<file path="src/rtl/mod_hk_copier_pkg.sv">
// -----------------------------------------------------------------------------
// mod_hk_copier_pkg
// Shared definitions for the SHA-256 H/K constant copier.
//   - Default geometry: 8 H words and 64 K words. H lands at RAM word 0 and
//     K lands at RAM word 64.
//   - ROM byte total and the derived ROM / RAM address widths.
//   - FSM state encoding. VREAD/VCHECK exist only when MOD_HK_COPY_VERIFY_EN
//     is defined.
// -----------------------------------------------------------------------------
package mod_hk_copier_pkg;

  localparam int H_WORDS_DEF = 8;
  localparam int K_WORDS_DEF = 64;
  localparam int K_BASE_DEF  = 64;

  // 72 big-endian words of 4 bytes each.
  localparam int ROM_BYTES = 4 * (H_WORDS_DEF + K_WORDS_DEF);
  localparam int ROM_AW    = $clog2(ROM_BYTES);
  localparam int RAM_AW    = 7;

`ifdef MOD_HK_COPY_VERIFY_EN
  typedef enum logic [2:0] {
    ST_IDLE   = 3'd0,
    ST_FETCH  = 3'd1,
    ST_WRITE  = 3'd2,
    ST_DONE   = 3'd3,
    ST_VREAD  = 3'd4,
    ST_VCHECK = 3'd5
  } copier_state_t;
`else
  typedef enum logic [1:0] {
    ST_IDLE  = 2'd0,
    ST_FETCH = 2'd1,
    ST_WRITE = 2'd2,
    ST_DONE  = 2'd3
  } copier_state_t;
`endif

endpackage

</file>
<file path="src/rtl/mod_hk_copier_byte_assembler.sv">
// -----------------------------------------------------------------------------
// mod_byte_assembler
// Packs a stream of bytes into 32-bit words. The first byte becomes [31:24].
// The fourth byte is not registered. Instead, word is combinationally
// {three held bytes, byte_in}, and word_ready pulses in the same cycle the
// fourth byte is presented. This lets the consumer register the finished word
// on that edge.
// Ports:
//   CLK, RST    clock, asynchronous active-high reset
//   clear       synchronous clear of held bytes and byte count
//   byte_valid  byte_in carries a stream byte this cycle
//   byte_in     stream byte
//   word        assembled word, meaningful while word_ready is high
//   word_ready  one-cycle pulse when the fourth byte of a word is present
// -----------------------------------------------------------------------------
module mod_byte_assembler (
  input  logic        CLK,
  input  logic        RST,
  input  logic        clear,
  input  logic        byte_valid,
  input  logic [7:0]  byte_in,
  output logic [31:0] word,
  output logic        word_ready
);

  logic [23:0] shift_reg;
  logic [1:0]  cnt_reg;

  always_ff @(posedge CLK or posedge RST) begin
    if (RST) begin
      shift_reg <= '0;
      cnt_reg   <= '0;
    end else if (clear) begin
      shift_reg <= '0;
      cnt_reg   <= '0;
    end else if (byte_valid) begin
      shift_reg <= {shift_reg[15:0], byte_in};
      // Wraps to 0 after the fourth byte, ready for the next word.
      cnt_reg   <= cnt_reg + 2'd1;
    end
  end

  assign word       = {shift_reg, byte_in};
  assign word_ready = byte_valid && (cnt_reg == 2'd3);

endmodule

</file>
<file path="src/rtl/mod_hk_copier.sv">
// -----------------------------------------------------------------------------
// mod_hk_copier
// Copies the SHA-256 H and K constants from a byte-wide synchronous ROM into
// a word RAM built from four byte banks. H[w] goes to RAM word w.
// K[j] goes to RAM word K_BASE + j.
// Optional feature macro: MOD_HK_COPY_VERIFY_EN. When it is defined, all words
// are read back after the copy, and their wrapping 32-bit sum is compared
// against the sum of the words that were written.
// Ports:
//   CLK                clock, rising edge
//   RST                asynchronous active-high reset
//   COPY_ROM           level request; the copy runs while it is high
//   COPY_ROM_COMPLETE  high in DONE until COPY_ROM falls
//   ROM_ADDR           ROM byte address; ROM_DATA is valid one cycle later
//   ROM_DATA           ROM byte
//   RAM_ADDR           RAM word address
//   RAM_WDATA          RAM write word; [31:24] goes to bank_1, [7:0] to bank_4
//   RAM_WE             one-cycle write strobe to all four banks
//   COPY_ERR           (verify build only) sticky readback-sum mismatch
//   RAM_RDATA          (verify build only) readback word, one cycle after
//                      RAM_ADDR
// -----------------------------------------------------------------------------
module mod_hk_copier
  import mod_hk_copier_pkg::*;
#(
  parameter int H_WORDS = H_WORDS_DEF,
  parameter int K_WORDS = K_WORDS_DEF,
  parameter int K_BASE  = K_BASE_DEF
) (
  input  logic              CLK,
  input  logic              RST,
  input  logic              COPY_ROM,
  output logic              COPY_ROM_COMPLETE,
  output logic [ROM_AW-1:0] ROM_ADDR,
  input  logic [7:0]        ROM_DATA,
  output logic [RAM_AW-1:0] RAM_ADDR,
  output logic [31:0]       RAM_WDATA,
  output logic              RAM_WE
`ifdef MOD_HK_COPY_VERIFY_EN
  ,
  output logic              COPY_ERR,
  input  logic [31:0]       RAM_RDATA
`endif
);

  localparam int                TOTAL_WORDS = H_WORDS + K_WORDS;
  localparam logic [ROM_AW-1:0] ROM_LAST    = ROM_AW'(4 * TOTAL_WORDS - 1);
  localparam logic [RAM_AW-1:0] LAST_WORD   = RAM_AW'(TOTAL_WORDS - 1);

  // Word index to RAM word address. The H block is packed at 0.
  // The K block starts at K_BASE.
  function automatic logic [RAM_AW-1:0] word_to_ram(input logic [RAM_AW-1:0] w);
    if (w < RAM_AW'(H_WORDS))
      return w;
    return RAM_AW'(K_BASE) + (w - RAM_AW'(H_WORDS));
  endfunction

  copier_state_t     state_reg, state_next;
  logic [ROM_AW-1:0] rom_addr_reg;
  logic              issue_done_reg;   // last ROM byte address already issued
  logic              byte_valid_reg;   // ROM_DATA holds a requested byte
  logic [RAM_AW-1:0] word_idx_reg;
  logic              last_word_reg;    // the pending WRITE is the final word
  logic [RAM_AW-1:0] ram_addr_reg;
  logic [31:0]       ram_wdata_reg;

  logic              fetching;
  logic              start;
  logic [31:0]       asm_word;
  logic              asm_ready;

`ifdef MOD_HK_COPY_VERIFY_EN
  logic [31:0]       wr_sum_reg;
  logic [31:0]       rd_sum_reg;
  logic [31:0]       rd_sum_next;
  logic [RAM_AW-1:0] vidx_reg;
  logic              copy_err_reg;
`endif

  // ROM reads keep going through WRITE cycles, so the byte stream never
  // stalls.
  assign fetching = (state_reg == ST_FETCH) || (state_reg == ST_WRITE);
  assign start    = (state_reg == ST_IDLE) && COPY_ROM;

  mod_byte_assembler u_assembler (
    .CLK        (CLK),
    .RST        (RST),
    .clear      (~fetching),
    .byte_valid (byte_valid_reg & fetching),
    .byte_in    (ROM_DATA),
    .word       (asm_word),
    .word_ready (asm_ready)
  );

  // ---------------------------------------------------------------------------
  // FSM
  // ---------------------------------------------------------------------------
  always_ff @(posedge CLK or posedge RST) begin
    if (RST)
      state_reg <= ST_IDLE;
    else
      state_reg <= state_next;
  end

  always_comb begin
    state_next        = state_reg;
    RAM_WE            = 1'b0;
    COPY_ROM_COMPLETE = 1'b0;
    case (state_reg)
      ST_IDLE: begin
        if (COPY_ROM)
          state_next = ST_FETCH;
      end
      ST_FETCH: begin
        if (!COPY_ROM)
          state_next = ST_IDLE;
        else if (asm_ready)
          state_next = ST_WRITE;
      end
      ST_WRITE: begin
        RAM_WE = 1'b1;
        if (!COPY_ROM)
          state_next = ST_IDLE;
        else if (last_word_reg)
`ifdef MOD_HK_COPY_VERIFY_EN
          state_next = ST_VREAD;
`else
          state_next = ST_DONE;
`endif
        else
          state_next = ST_FETCH;
      end
      ST_DONE: begin
        COPY_ROM_COMPLETE = 1'b1;
        if (!COPY_ROM)
          state_next = ST_IDLE;
      end
`ifdef MOD_HK_COPY_VERIFY_EN
      ST_VREAD: begin
        if (!COPY_ROM)
          state_next = ST_IDLE;
        else
          state_next = ST_VCHECK;
      end
      ST_VCHECK: begin
        if (!COPY_ROM)
          state_next = ST_IDLE;
        else if (vidx_reg == LAST_WORD)
          state_next = ST_DONE;
        else
          state_next = ST_VREAD;
      end
`endif
      default: state_next = ST_IDLE;
    endcase
  end

  // ---------------------------------------------------------------------------
  // Datapath
  // ---------------------------------------------------------------------------
`ifdef MOD_HK_COPY_VERIFY_EN
  assign rd_sum_next = rd_sum_reg + RAM_RDATA;
`endif

  always_ff @(posedge CLK or posedge RST) begin
    if (RST) begin
      rom_addr_reg   <= '0;
      issue_done_reg <= 1'b0;
      byte_valid_reg <= 1'b0;
      word_idx_reg   <= '0;
      last_word_reg  <= 1'b0;
      ram_addr_reg   <= '0;
      ram_wdata_reg  <= '0;
`ifdef MOD_HK_COPY_VERIFY_EN
      wr_sum_reg     <= '0;
      rd_sum_reg     <= '0;
      vidx_reg       <= '0;
      copy_err_reg   <= 1'b0;
`endif
    end else if (start) begin
      // Every new request restarts from byte 0, including after an abort.
      rom_addr_reg   <= '0;
      issue_done_reg <= 1'b0;
      byte_valid_reg <= 1'b0;
      word_idx_reg   <= '0;
      last_word_reg  <= 1'b0;
`ifdef MOD_HK_COPY_VERIFY_EN
      // The error flag describes the most recent copy.
      wr_sum_reg     <= '0;
      copy_err_reg   <= 1'b0;
`endif
    end else if (fetching) begin
      // The address presented this cycle is sampled by the ROM at this edge.
      byte_valid_reg <= ~issue_done_reg;
      if (!issue_done_reg) begin
        if (rom_addr_reg == ROM_LAST)
          issue_done_reg <= 1'b1;          // hold at the last byte
        else
          rom_addr_reg <= rom_addr_reg + 1'b1;
      end
      if (asm_ready) begin
        ram_addr_reg  <= word_to_ram(word_idx_reg);
        ram_wdata_reg <= asm_word;
        word_idx_reg  <= word_idx_reg + 1'b1;
        last_word_reg <= (word_idx_reg == LAST_WORD);
`ifdef MOD_HK_COPY_VERIFY_EN
        wr_sum_reg    <= wr_sum_reg + asm_word;
`endif
      end
`ifdef MOD_HK_COPY_VERIFY_EN
      // Leaving the final WRITE: present the first readback address.
      if ((state_reg == ST_WRITE) && last_word_reg) begin
        ram_addr_reg <= word_to_ram('0);
        vidx_reg     <= '0;
        rd_sum_reg   <= '0;
      end
`endif
    end else begin
      byte_valid_reg <= 1'b0;
`ifdef MOD_HK_COPY_VERIFY_EN
      if (state_reg == ST_VCHECK) begin
        rd_sum_reg <= rd_sum_next;
        if (vidx_reg == LAST_WORD) begin
          if (rd_sum_next != wr_sum_reg)
            copy_err_reg <= 1'b1;
        end else begin
          vidx_reg     <= vidx_reg + 1'b1;
          ram_addr_reg <= word_to_ram(vidx_reg + 1'b1);
        end
      end
`endif
    end
  end

  assign ROM_ADDR  = rom_addr_reg;
  assign RAM_ADDR  = ram_addr_reg;
  assign RAM_WDATA = ram_wdata_reg;
`ifdef MOD_HK_COPY_VERIFY_EN
  assign COPY_ERR  = copy_err_reg;
`endif

endmodule
</file>
<file path="config.mk">
export PLATFORM = sky130hd
export DESIGN_NAME = mod_hk_copier
export DESIGN_NICKNAME = d
export VERILOG_FILES = /design/src/rtl/mod_hk_copier_pkg.sv /design/src/rtl/mod_hk_copier_byte_assembler.sv /design/src/rtl/mod_hk_copier.sv
export SDC_FILE = /design/constraint.sdc
export NUM_CORES = 1
export LEC_CHECK = 0
export ABC_AREA = 1
export ABC_CLOCK_PERIOD_IN_PS = 6700
export BUFFER_PORTS_ARGS = -buffer_cell sky130_fd_sc_hd__buf_4
export CELL_PAD_IN_SITES_DETAIL_PLACEMENT = 1
export CELL_PAD_IN_SITES_GLOBAL_PLACEMENT = 2
export CORE_MARGIN = 2
export CORE_UTILIZATION = 25
export DETAILED_ROUTE_END_ITERATION = 8
export PLACE_DENSITY_LB_ADDON = 0.1
export SYNTH_ARGS = -nofsm -noshare
export SYNTH_HDL_FRONTEND = slang
export SYNTH_SLANG_ARGS = --single-unit
</file>
<file path="constraint.sdc">
create_clock -name CLK -period 6.7 [get_ports CLK]
set_clock_uncertainty 0.15 [all_clocks]
set_input_delay 0.67 -clock CLK [delete_from_list [all_inputs] [get_ports CLK]]
set_output_delay 0.67 -clock CLK [all_outputs]
set_load 0.05 [all_outputs]
</file>
== Word-level counts from Yosys, hierarchy flattened ==
Index checks and enable logic that the tools add are counted.
W data, S select, Z words.

* Register bits after elaboration: 86

* Add/sub/neg operators: 5
* $lt $le $gt $ge: 1
* Equality and inequality tests: 12
* Mux-type cells: 35
* Bitwise logic cells: 3
* Reductions and logical operators: 10

{| class="wikitable"
|+ Operators by type and width
! operator !! count
|-
| $mux W24 || 2
|-
| $mux W9 || 4
|-
| $mux W7 || 5
|-
| $mux W2 || 8
|-
| $mux W1 || 15
|-
| $add A9 B1 Y9 const B || 1
|-
| $eq A9 B9 Y1 const B || 1
|-
| $reduce_and A3 Y1 || 3
|-
| $pmux W2 S4 || 1
|-
| $add A7 B1 Y7 const B || 1
|-
| $add A7 B7 Y7 const A || 1
|-
| $eq A7 B7 Y1 const B || 1
|-
| $lt A7 B4 Y1 const B || 1
|-
| $sub A7 B4 Y7 const B || 1
|-
| $eq A2 B2 Y1 const B || 3
|-
| $ne A2 B2 Y1 const B || 3
|-
| $ne A2 B1 Y1 const B || 2
|-
| $reduce_bool A2 Y1 || 2
|-
| $ne A3 B3 Y1 const B || 1
|-
| $add A2 B1 Y2 const B || 1
|-
| $eq A2 B1 Y1 const B || 1
|-
| $logic_and A1 B1 Y1 || 2
|-
| $logic_not A2 Y1 || 1
|-
| $not A1 Y1 || 2
|-
| 3 further kinds || 3
|}

== Longest topological paths before layout ==
* Depth in word-level cells: 8
* Depth in mapped cells: 11
* Mapped depth without buffers: 9

== By module ==
A second synthesis with hierarchy kept.

* Cells, all modules: 468
* Area, all modules: 4075.2 um^2

{| class="wikitable"
|+ Modules (own cells, without submodules)
! module !! times used !! cells an instance !! area each (um^2)
|-
| mod_hk_copier || 1 || 342 || 2806.4
|-
| mod_byte_assembler || 1 || 126 || 1268.7
|}

== Worst setup path before layout ==
Ideal clock, no wire load.

* Path kind: register to register
* From: reg rom_addr_reg[1] (netlist: ROM_ADDR[1])
* To: reg rom_addr_reg[6] (netlist: ROM_ADDR[6])
* Library setup time: 119 ps
* Data arrival time: 1623 ps
* Slack: 4808 ps
* Stages on the path, launching flop included: 10
* Buffers on the path: 1
* Period minus slack after synthesis: 1892 ps
* Path through: dfrtp_1 ha_1 nand3_2 nor2_1 nand2_1 nand2_1 buf_6 inv_2 nand3_1 nand2_1

* Cells in the longest elaborated chain, start to end: 5
* Elaborated cells between the ends (all ways): 8

{| class="wikitable"
|+ Ends and longest elaborated chain
! what !! RTL line !! text
|-
| from (decl) || mod_hk_copier.sv:59 || <nowiki>logic [ROM_AW-1:0] rom_addr_reg;</nowiki>
|-
| from (signal assigned) || mod_hk_copier.sv:199 || <nowiki>rom_addr_reg <= rom_addr_reg + 1'b1;</nowiki>
|-
| $add A9 B1 Y9 || mod_hk_copier.sv:199 ||
|-
| $mux W9 || mod_hk_copier.sv:196 || <nowiki>if (rom_addr_reg == ROM_LAST)</nowiki>
|-
| $mux W9 || mod_hk_copier.sv:195 || <nowiki>if (!issue_done_reg) begin</nowiki>
|-
| $mux W9 || mod_hk_copier.sv:192 || <nowiki>end else if (fetching) begin</nowiki>
|-
| $mux W9 || mod_hk_copier.sv:180 || <nowiki>end else if (start) begin</nowiki>
|}

Several ways; a longest one is shown, not always the timed one. The select of a mux whose other input is x is not followed.
A chain may end at the register's enable or synchronous reset.

== Worst setup path after layout ==
* From: reg state_reg[0]
* To: reg ram_wdata_reg[21] (netlist: RAM_WDATA[21])

* Cells in the longest elaborated chain, start to end: 5
* Elaborated cells between the ends (all ways): 9

{| class="wikitable"
|+ Ends and longest elaborated chain
! what !! RTL line !! text
|-
| from (decl) || mod_hk_copier.sv:58 || <nowiki>copier_state_t state_reg, state_next;</nowiki>
|-
| from (signal assigned) || mod_hk_copier.sv:102 || <nowiki>state_reg <= state_next;</nowiki>
|-
| $eq A2 B1 Y1 / $eq A2 B2 Y1 (equally long branches) || mod_hk_copier.sv:82 || <nowiki>assign fetching = (state_reg == ST_FETCH) || (state_reg == ST_WRITE);</nowiki>
|-
| $logic_or A1 B1 Y1 || mod_hk_copier.sv:82 ||
|-
| $and A1 B1 Y1 || mod_hk_copier.sv:89 || <nowiki>.byte_valid (byte_valid_reg & fetching),</nowiki>
|-
| $logic_and A1 B1 Y1 || mod_hk_copier_byte_assembler.sv:44 || <nowiki>assign word_ready = byte_valid && (cnt_reg == 2'd3);</nowiki>
|-
| $reduce_and A3 Y1 (no source line) * || n/a ||
|-
| to (signal assigned) || mod_hk_copier.sv:203 || <nowiki>ram_wdata_reg <= asm_word;</nowiki>
|-
| to (decl) || mod_hk_copier.sv:65 || <nowiki>logic [31:0] ram_wdata_reg;</nowiki>
|}

Mark *: on every way between the ends. The rest lies on a longest branch, timed or not.

==> results by group <==
Run status
  • Status: finished clean

Finish
  • Layout Area Growth over Synthesis: 23.22%
  • N_diodes: 0
  • Final nets: 483
  • Layout Utilization: 31.24%
  • Post-route insts no fill: 654
  • Fin area: 4715 um^2
  • Max reg flops: 32
  • Reg area: 2152 um^2
  • Fill count: 1749
  • Area of the multi-input gates: 1343 um^2
  • Layout cells sized above 1: 24.25%

Pwr
  • Pwr Density: 371.1 nW/um^2
  • Max IR drop VDD: 164.9 uV
  • Power Total: 1.750 mW
  • Pleak: 2.315 nW

Clock tree
  • CTS tree: built
  • Root Driver: clkbuf_16
  • H-tree levels: 3
  • Cts hold-fix bufs: 0
  • CTS max path bufs: 2
  • Setup Fix Bufs, Post-CTS: 0
  • Post-CTS resize count: 0
  • CTS Buf Count: 9
  • CTS clock-pin slew for the worst setup and hold paths: 0.06 ns
  • Clock sink count: 86
  • Worst-Skew Late Latency: 0.35 ns

Synthesis
  • Yosys warns: 0
  • Most common cell in the netlist: nand2_1
  • Library cells used by synthesis: 26
  • FF+latch count, synth: 86
  • Synth top cells by count: nand2_1 (94), dfrtp_1 (86), inv_1 (52)
  • Cells after Synth: 405
  • Leading area contributor after synthesis: dfrtp_1
  • Top FF cell, synth: dfrtp_1
  • Seq/Total Area, Yosys: 56.25%
  • Post-synthesis net count: 426
  • Share of the synthesized area in the top cell type: 56.25%
  • Cell Area, Synth: 3826 um^2
  • FFs w/ async S/R, synth: 100.0%
  • Syn Area/Cell: 9.447 um^2
  • Synth area leaders: dfrtp_1 (56%), nand2_1 (9.2%), o21ai_2 (6.2%)
  • Post-synth EDFFs: 0

Floorplanning
  • CORE AREA: 15090 um^2
  • Row cnt: 45
  • Top Ports: 61
  • Starting Density: 25.36%
  • Die ar.: 16310 um^2
  • Chip width: 127.7 um
  • DIE HEIGHT: 127.7 um

Placement
  • Placed Area: 4403 um^2
  • Routability congestion estimate: 0.7277
  • Port Buffer Count: 60
  • Dpl hpwl: 6398 um
  • Placed cell count: 639

STA
  • Max-slew violation count: 0
  • Tmin final: 2.856 ns
  • Final setup fails: 0
  • Worst Tran Pin Value: 0.9830 ns
  • Max Freq: 350.2 MHz
  • Crit share post-route: 42.62%
  • RSZ-0062 raised after global routing: false
  • Slew HR: 34.47%
  • Total negative slack: 0 ns
  • Final Hold Fails: 0

Drt
  • Vias per cell: 4.372
  • Residual DRC count: 0
  • Final ANT Viol Nets: 0
  • Iter 0 DRT Violations: 148
  • Vias: 2859
  • Post-DR wirelength/cell: 14.35 um
  • Routed WL: 9383 um
  • Drt pass-1 iters: 4

GRT
  • Total Routing Usage GR: 12.60%
  • First-pass GRT wire length: 16220 um
  • Aggregate global routing overflow: 0
  • Largest net degree at the start of global routing: 75
  • Initial antenna violation count: 0
  • Vias in the first global route: 3153

Worst hold path
  • Min-delay worst type: input port to asynchronous set/reset pin

Setup path
  • Worst Path Max Fanout: 74
  • Crit end category: flop
  • Startpoint class of the critical path: flop
  • Crit Path Category: flop to flop
  • Worst Path Arrival: 2.97 ns
  • WP data required: 6.81 ns

Flow run
  • Max-cap violations: 0
[path summary, 6_finish.rpt]
| check | start | to | slack [ns] | cells past startpoint |
|---|---|---|---|---|
| max in group asynchronous | RST | RAM_WDATA[4] | 5.06 | 3 |
| hold reg to reg | RAM_WDATA[1] | RAM_WDATA[1] | 0.33 | 2 |
| setup reg to reg | state_reg[0] | RAM_WDATA[21] | 3.84 | 10 |
| hold / removal | RST | word_idx_reg[3] | 0.17 | 2 |
| min in group CLK | RAM_WDATA[1] | RAM_WDATA[1] | 0.33 | 2 |
| setup / recovery | state_reg[0] | RAM_WDATA[21] | 3.84 | 10 |
[cell families (layout without fill, tap and decap cells)]
logic type      Yosys count  in the layout  share of synthesized area (%)
compound gates           77             77                          13.67
buf+inv                  71            132                          8.666
xor+xnor                  6              6                          1.373
fa+ha+maj                10             10                          3.270
simple gates            155            155                          16.78
flops                    86             86                          56.25
[metal layers]
layer,up-vias,GRT usage [%],wire (um)
li1,1422,-,-
met1,1385,16.55,4524
met2,43,20.29,4426
met3,9,2.504,246
met4,0,5.430,185
met5,-,0,0
[cell type report]
| type | count | area share [%] |
|---|---|---|
| tap | 188 | 4.989 |
| timing repair buffer | 62 | 9.873 |
| clock buffer | 9 | 4.777 |
| multi-input combinational | 248 | 28.48 |
| inverter | 55 | 4.406 |
| clock inverter | 6 | 1.831 |
| sequential | 86 | 45.65 |
[critical path, stage by stage (launching register included)]
cell and delay, ns:
dfrtp_1 0.40, inv_1 0.10, ha_1 0.35, nand2_2 0.43
inv_2 0.12, nand2_4 0.14, inv_2 0.05, nand2_2 0.04
buf_4 0.70, nand2_1 0.15, o21ai_2 0.10
[cell usage in the layout (no fill, tap or decap), types with 10 or more instances in the layout]
cell type,netlist,layout
buf_4,0,62
o22ai_1,25,25
nor2_1,26,26
ha_1,10,10
inv_1,52,51
dfrtp_1,86,86
nand3_1,27,27
nand2_1,94,94
o21ai_2,27,27
[stage by stage]
step                      hold slack (ns)  setup WS [ns]
after global routing               0.1935          3.581
after detailed placement           0.3231          3.825
after CTS                          0.1771          3.803
after global placement             0.3187          3.909
after floorplan                    0.2997          3.658
final                              0.1686          3.844
[where the power goes]
part           internal (mW)  switching, mW  leakage, nW  total [mW]
Clock                  0.325          0.212        0.152       0.536
Sequential             0.595         0.0594         1.19       0.654
Combinational          0.152          0.407        0.974       0.559
Total                   1.07          0.678         2.31        1.75
Power figures use the tool's default switching activity.
